==> src/rtl/er_dma_arbiter_pkg.sv <==
`default_nettype none
// ----------------------------------------------------------------------------
// er_dma_arbiter_pkg : shared types and helpers for the ER-aware DMA arbiter
// Rev 1.0
// ----------------------------------------------------------------------------
package er_dma_arbiter_pkg;

  localparam int unsigned c_ADDR_W = 16;

  typedef enum logic [1:0] {
    IDLE  = 2'd0,
    DEFER = 2'd1,
    GRANT = 2'd2,
    FORCE = 2'd3
  } arb_state_t;

  // Round-robin pick: the master rr points at if it requests, else the other one.
  function automatic logic [1:0] pick_winner(input logic [1:0] req, input logic rr);
    logic [1:0] w;
    w = 2'b00;
    if (req[rr]) begin
      w[rr] = 1'b1;
    end else if (req[~rr]) begin
      w[~rr] = 1'b1;
    end
    return w;
  endfunction

endpackage
`default_nettype wire

==> src/rtl/er_dma_arbiter_range_cmp.sv <==
`default_nettype none
// ----------------------------------------------------------------------------
// er_range_cmp : combinational ER membership and ER entry-point detection
// Rev 1.0
// ----------------------------------------------------------------------------
module er_range_cmp
  import er_dma_arbiter_pkg::*;
(
  input  logic [c_ADDR_W-1:0] i_pc,
  input  logic [c_ADDR_W-1:0] i_er_min,
  input  logic [c_ADDR_W-1:0] i_er_max,
  output logic                o_in_er,
  output logic                o_is_fst
);

  // An inverted range (min > max) can never satisfy both bounds, so it is empty.
  assign o_in_er  = (i_pc >= i_er_min) && (i_pc <= i_er_max);
  assign o_is_fst = (i_pc == i_er_min);

endmodule
`default_nettype wire

==> src/rtl/er_dma_arbiter.sv <==
`default_nettype none
// ----------------------------------------------------------------------------
// er_dma_arbiter : two-master DMA arbiter that defers access while executing in ER
// Rev 1.0
// ----------------------------------------------------------------------------
module er_dma_arbiter
  import er_dma_arbiter_pkg::*;
#(
  parameter int unsigned     DW        = 8,
  parameter logic [DW-1:0]   MAX_DEFER = DW'(200)
)(
  input  logic                clk,
  input  logic                reset_n,
  input  logic [c_ADDR_W-1:0] pc,
  input  logic [c_ADDR_W-1:0] ER_min,
  input  logic [c_ADDR_W-1:0] ER_max,
  input  logic [1:0]          dma_req,
  output logic [1:0]          dma_gnt,
  output logic                dma_en,
  output logic                exec,
  output logic [DW-1:0]       defer_cnt,
  output logic                forced
);

  localparam logic [DW-1:0] c_LAST_DEFER = MAX_DEFER - DW'(1);

  arb_state_t    r_state;
  arb_state_t    w_state_nxt;
  logic [1:0]    r_gnt;
  logic [1:0]    w_gnt_nxt;
  logic          r_rr;
  logic          w_rr_nxt;
  logic [DW-1:0] r_cnt;
  logic [DW-1:0] w_cnt_nxt;
  logic          r_forced;
  logic          w_forced_nxt;
  logic          r_exec;
  logic          w_exec_nxt;

  logic          w_in_er;
  logic          w_is_fst;
  logic          w_any_req;
  logic          w_owner_rel;
  logic [1:0]    w_winner;

  er_range_cmp u_range_cmp (
    .i_pc     (pc),
    .i_er_min (ER_min),
    .i_er_max (ER_max),
    .o_in_er  (w_in_er),
    .o_is_fst (w_is_fst)
  );

  assign w_any_req   = |dma_req;
  assign w_winner    = pick_winner(dma_req, r_rr);
  assign w_owner_rel = ~|(dma_req & r_gnt);

  always_ff @(posedge clk or negedge reset_n) begin
    if (!reset_n) begin
      r_state  <= IDLE;
      r_gnt    <= 2'b00;
      r_rr     <= 1'b0;
      r_cnt    <= '0;
      r_forced <= 1'b0;
      r_exec   <= 1'b0;
    end else begin
      r_state  <= w_state_nxt;
      r_gnt    <= w_gnt_nxt;
      r_rr     <= w_rr_nxt;
      r_cnt    <= w_cnt_nxt;
      r_forced <= w_forced_nxt;
      r_exec   <= w_exec_nxt;
    end
  end

  always_comb begin
    w_state_nxt = r_state;
    case (r_state)
      IDLE: begin
        if (w_any_req) begin
          w_state_nxt = w_in_er ? DEFER : GRANT;
        end
      end
      DEFER: begin
        if (!w_any_req) begin
          w_state_nxt = IDLE;
        end else if (!w_in_er) begin
          w_state_nxt = GRANT;
        end else if (r_cnt == c_LAST_DEFER) begin
          w_state_nxt = FORCE;
        end
      end
      GRANT, FORCE: begin
        if (w_owner_rel) begin
          w_state_nxt = IDLE;
        end
      end
      default: w_state_nxt = IDLE;
    endcase
  end

  always_comb begin
    w_gnt_nxt    = r_gnt;
    w_rr_nxt     = r_rr;
    w_cnt_nxt    = r_cnt;
    w_forced_nxt = 1'b0;
    case (r_state)
      IDLE: begin
        w_cnt_nxt = '0;
        if (w_state_nxt == GRANT) begin
          w_gnt_nxt = w_winner;
        end
      end
      DEFER: begin
        case (w_state_nxt)
          IDLE: w_cnt_nxt = '0;
          GRANT: begin
            w_cnt_nxt = '0;
            w_gnt_nxt = w_winner;
          end
          FORCE: begin
            w_cnt_nxt    = MAX_DEFER;
            w_gnt_nxt    = w_winner;
            w_forced_nxt = 1'b1;
          end
          default: begin
            if (r_cnt != MAX_DEFER) begin
              w_cnt_nxt = r_cnt + DW'(1);
            end
          end
        endcase
      end
      GRANT, FORCE: begin
        // On release the pointer moves to the master that was not just served.
        if (w_state_nxt == IDLE) begin
          w_gnt_nxt = 2'b00;
          w_cnt_nxt = '0;
          w_rr_nxt  = r_gnt[0];
        end
      end
      default: w_gnt_nxt = 2'b00;
    endcase
  end

  // DMA touching ER revokes the proof; clearing takes priority over re-arming.
  always_comb begin
    w_exec_nxt = r_exec;
    if ((|r_gnt) && w_in_er) begin
      w_exec_nxt = 1'b0;
    end else if (w_is_fst && !(|r_gnt)) begin
      w_exec_nxt = 1'b1;
    end
  end

  assign dma_gnt   = r_gnt;
  assign dma_en    = |r_gnt;
  assign exec      = r_exec;
  assign defer_cnt = r_cnt;
  assign forced    = r_forced;

endmodule
`default_nettype wire

==> config.mk <==
export PLATFORM = sky130hd
export DESIGN_NAME = er_dma_arbiter
export DESIGN_NICKNAME = d
export VERILOG_FILES = /design/src/rtl/er_dma_arbiter_pkg.sv /design/src/rtl/er_dma_arbiter_range_cmp.sv /design/src/rtl/er_dma_arbiter.sv
export SDC_FILE = /design/constraint.sdc
export NUM_CORES = 1
export LEC_CHECK = 0
export CORE_ASPECT_RATIO = 0.9
export CORE_MARGIN = 2
export CORE_UTILIZATION = 45
export DETAILED_ROUTE_END_ITERATION = 10
export GPL_ROUTABILITY_DRIVEN = 0
export PLACE_DENSITY = 0.84
export REMOVE_ABC_BUFFERS = 1
export SYNTH_ARGS = -nofsm -noshare
export SYNTH_HDL_FRONTEND = slang
export SYNTH_SLANG_ARGS = --single-unit
==> constraint.sdc <==
create_clock -name clk -period 2.5 [get_ports clk]
set_clock_uncertainty 0.2 [all_clocks]
set_input_delay 0.5 -clock clk [delete_from_list [all_inputs] [get_ports clk]]
set_output_delay 0.5 -clock clk [all_outputs]
set_load 0.05 [all_outputs]
==> metrics.md, run 1 <==
| Metric | Value |
|---|---|
| Final Util | 91.39% |
| Die area | 4323 um^2 |
| Synth area leader | ha_1 |
| Wire per inst | 29.71 um |
| Global route overflow | 0 |
| Reg area | 375.4 um^2 |
| Yosys reg bits | 15 |
| Final Hold Viols | 0 |
| Highest-delay cell along the critical path | a2111oi_4 |
| Initial antenna violation count | 0 |
| Maxcap violations | 0 |
| Status | finished with violations |
| CP Data Required Time | 2.47 ns |
| Rows | 21 |
| Total iterations of the first detailed-routing run | 9 |
| Mapped Area | 1715 um^2 |
| Worst Tran Pin Value | 0.7687 ns |
| Diode count | 0 |
| CP bufs+invs | 6 |
| GRT Total Usage | 35.05% |
| Crit path largest cell delay | 0.32 ns |
| CP Capture Type | flop |
| CTS tree | built |
| F_max | 356.6 MHz |
| Die width | 69.08 um |
| Peak VDD IR | 547.0 uV |
| Post-route cell area | 3362 um^2 |
| Max-slew violations | 0 |
| Die height | 62.58 um |
| Final count of negative-setup-slack endpoints | 14 |
| First-pass GRT wire length | 11940 um |
| Register area share after synthesis | 21.88% |
| Hold Crit Class | reg -> reg |
| Port buffer count | 64 |
| Clock Path Buffers | 2 |
| Starting Density | 46.63% |
| Worst EP arrival | 2.78 ns |
| CP dominant cell by count | buf_4 |
| Clock slew at reported path FFs | 0.07 ns |
| Number of fill cells in the layout | 122 |
| DRC | 0 |
| Leak pwr | 1.508 nW |
| Synth area leaders | ha_1 25%, dfrtp_1 22%, inv_1 7.9% |
| Avg Inst Size Synth | 8.169 um^2 |
| # clock sinks | 15 |
| RSZ-0062 raised after global routing | yes |
| CP max FO | 4 |
| Post-synth top flop | dfrtp_1 |
| Yosys warns | 0 |
| Yosys cell types | 44 |
| Grt met3 use | 5.806% |
| Vias per cell | 7.254 |
| Overall power | 1.709 mW |
| Dpl cell area | 2581 um^2 |
| Synth async-reset ratio | 100.0% |
| Worst setup margin | -0.3044 ns |
| Fraction of layout cells with a size suffix above 1 | 57.50% |
| Placed cell count | 342 |
| CP startpoint kind | input port |
| H-tree depth | 1 |
| Final cell count without fillers | 366 |
| Largest net degree at the start of global routing | 16 |
| Via count | 2655 |
| Grt met2 use | 61.18% |
| Gr busiest metal | met2 |
| Core area | 3679 um^2 |
| Final period util | 112.2% |
| CP Class | in -> reg |
| Clock Root Buffer | clkbuf_8 |
| I/O Pins | 65 |
| Antenna-violating nets left | 0 |
| Place WS | -0.8330 ns |
| CP Cell Sequence | clkdlybuf4s15_1 -> inv_2 -> ha_2 -> inv_1 -> a21oi_2 -> o21ai_2 -> a2111oi_4 -> buf_4 -> o211ai_4 -> buf_6 -> buf_4 -> nor2_1 -> a32o_1 |
| Failing checks | negative setup slack |
| Nets | 407 |
| Footprint of the multi-input gates | 1837 um^2 |
| Post-synth EDFFs | 0 |
| HPWL after detailed placement | 4162 um |
| Min cycle time layout | 2.804 ns |
| Slew HR | 48.59% |
| Syn Inst Count | 210 |
| CP top delay family | compound AO/OA/AOI/OAI gates |
| DRT Wirelength | 10870 um |
| Initial DRC count | 363 |
| Later-pin clock latency in the skew report | 0.26 ns |
| Synth top area share | 24.80% |
| Hold Buf Count CTS | 0 |
| CTS buffer count | 3 |
| Vias in the first global route | 2375 |
| M1 GR Usage | 39.10% |
| Pwr dens | 508.2 nW/um^2 |
| P&R area growth vs syn | 95.99% |
cells in the mapped netlist, types with 2 or more instances:
| library cell | number |
|---|---|
| o211a_1 | 2 |
| inv_1 | 36 |
| o21ai_0 | 8 |
| a211oi_1 | 2 |
| nand2_1 | 14 |
| nor4_1 | 4 |
| dfrtp_1 | 15 |
| or4_1 | 2 |
| nand4_1 | 7 |
| o211ai_1 | 2 |
| nand2b_1 | 3 |
| a21oi_1 | 19 |
| a31oi_1 | 2 |
| nor3_1 | 4 |
| a32o_1 | 3 |
| a21o_1 | 6 |
| a31o_2 | 3 |
| nor2_1 | 11 |
| nand3_1 | 9 |
| ha_1 | 34 |
worst reg2reg max path, stage by stage (launching register included):
cell and delay, ns:
dfrtp_1 0.57, nor2_1 0.52, nand2_1 0.19, a31oi_2 0.28
o21ai_4 0.14, a31o_2 0.25, a211oi_2 0.28
state kept, by name, summed over array words and instances (netlist names):
register   flops
defer_cnt      8
dma_gnt        2
exec           1
forced         1
r_rr           1
r_state        2
per-stage QoR:
step | hold slack (ns) | setup TNS, ns
after global placement | 0.3078 | -8.156
after floorplan | 0.004409 | -0.5851
final | 0.4130 | -2.272
after detailed placement | 0.3483 | -9.309
after global routing | 0.4309 | -2.421
after CTS | 0.3659 | 0
cells by family after synthesis:
family                   Yosys count  synth area share (%)
buffers and inverters             39                 9.044
adder cells (fa/ha/maj)           34                 24.80
AO/OA/AOI/OAI                     59                 24.51
flip-flops                        15                 21.88
AND/OR/NAND/NOR                   62                 19.26
XOR/XNOR                           1                0.5107
layer usage:
metal  share of wire, %  vias to the layer above
met5                  0                        -
met4                 12                        0
met3                 13                      136
met2                 42                      322
met1                 33                     1208
li1                   -                      989
repair_timing:
item	in CTS	in global routing
buffers inserted	11	10
setup endpoints to repair	14	12
pin swaps	53	37
resized for setup	172	100
path summary, 6_finish.rpt:
| kind | startpoint | cells past startpoint | to | slack (ns) |
|---|---|---|---|---|
| max | pc[0] | 13 | defer_cnt[5] | -0.30 |
| min | dma_gnt[1] | 1 | dma_gnt[1] | 0.41 |
| max reg2reg | r_state[1] | 6 | defer_cnt[7] | -0.02 |
| min reg2reg | dma_gnt[1] | 1 | dma_gnt[1] | 0.41 |
| max in group asynchronous | reset_n | 1 | r_state[1] | 1.12 |
| min in group asynchronous | reset_n | 1 | defer_cnt[6] | 0.48 |
where the power goes:
part           internal, mW  switching, mW  leakage [nW]
logic                 0.448          0.640          1.28
registers             0.291          0.113         0.202
clock network         0.111          0.105        0.0255
total                 0.851          0.858          1.51
layout make-up:
type | count | area share (%)
multi-input cells | 156 | 54.63
inverters | 36 | 4.094
well taps | 46 | 1.712
repair buffers | 109 | 27.02
clock buffers | 3 | 1.228
flip-flops and latches | 15 | 11.16
clock inverters | 1 | 0.1489
cell usage in the layout, fill, tap and decap left out, types with 3 or more instances in the layout:
| cell type | instances |
|---|---|
| nand4_1 | 7 |
| a31o_2 | 3 |
| dfrtp_1 | 15 |
| clkbuf_2 | 13 |
| nand2b_1 | 3 |
| clkbuf_8 | 3 |
| nand3_1 | 7 |
| buf_4 | 40 |
| a21oi_2 | 5 |
| a32o_1 | 3 |
| nor2_1 | 9 |
| nand2_2 | 3 |
| buf_6 | 16 |
| a21o_1 | 6 |
| nor4_4 | 3 |
| buf_2 | 7 |
| ha_4 | 30 |
| o21ai_4 | 3 |
| a21oi_4 | 3 |
| inv_2 | 29 |
| clkdlybuf4s50_1 | 16 |
| ha_1 | 3 |
| nor3_1 | 3 |
| nand2_1 | 11 |
| dlygate4sd2_1 | 12 |
| inv_1 | 6 |
| a21oi_1 | 11 |
| dlymetal6s2s_1 | 3 |
No activity file was read; power rests on OpenSTA's default activity.
==> run 2: changes to the inputs <==
--- a/config.mk
+++ b/config.mk
@@ -12,6 +12,7 @@
 export GPL_ROUTABILITY_DRIVEN = 0
 export PLACE_DENSITY = 0.84
 export REMOVE_ABC_BUFFERS = 1
+export SLEW_MARGIN = 20
 export SYNTH_ARGS = -nofsm -noshare
 export SYNTH_HDL_FRONTEND = slang
 export SYNTH_SLANG_ARGS = --single-unit
==> results of run 2 <==
Same layout as run 1: the final DEF is identical, and so are final timing and power.
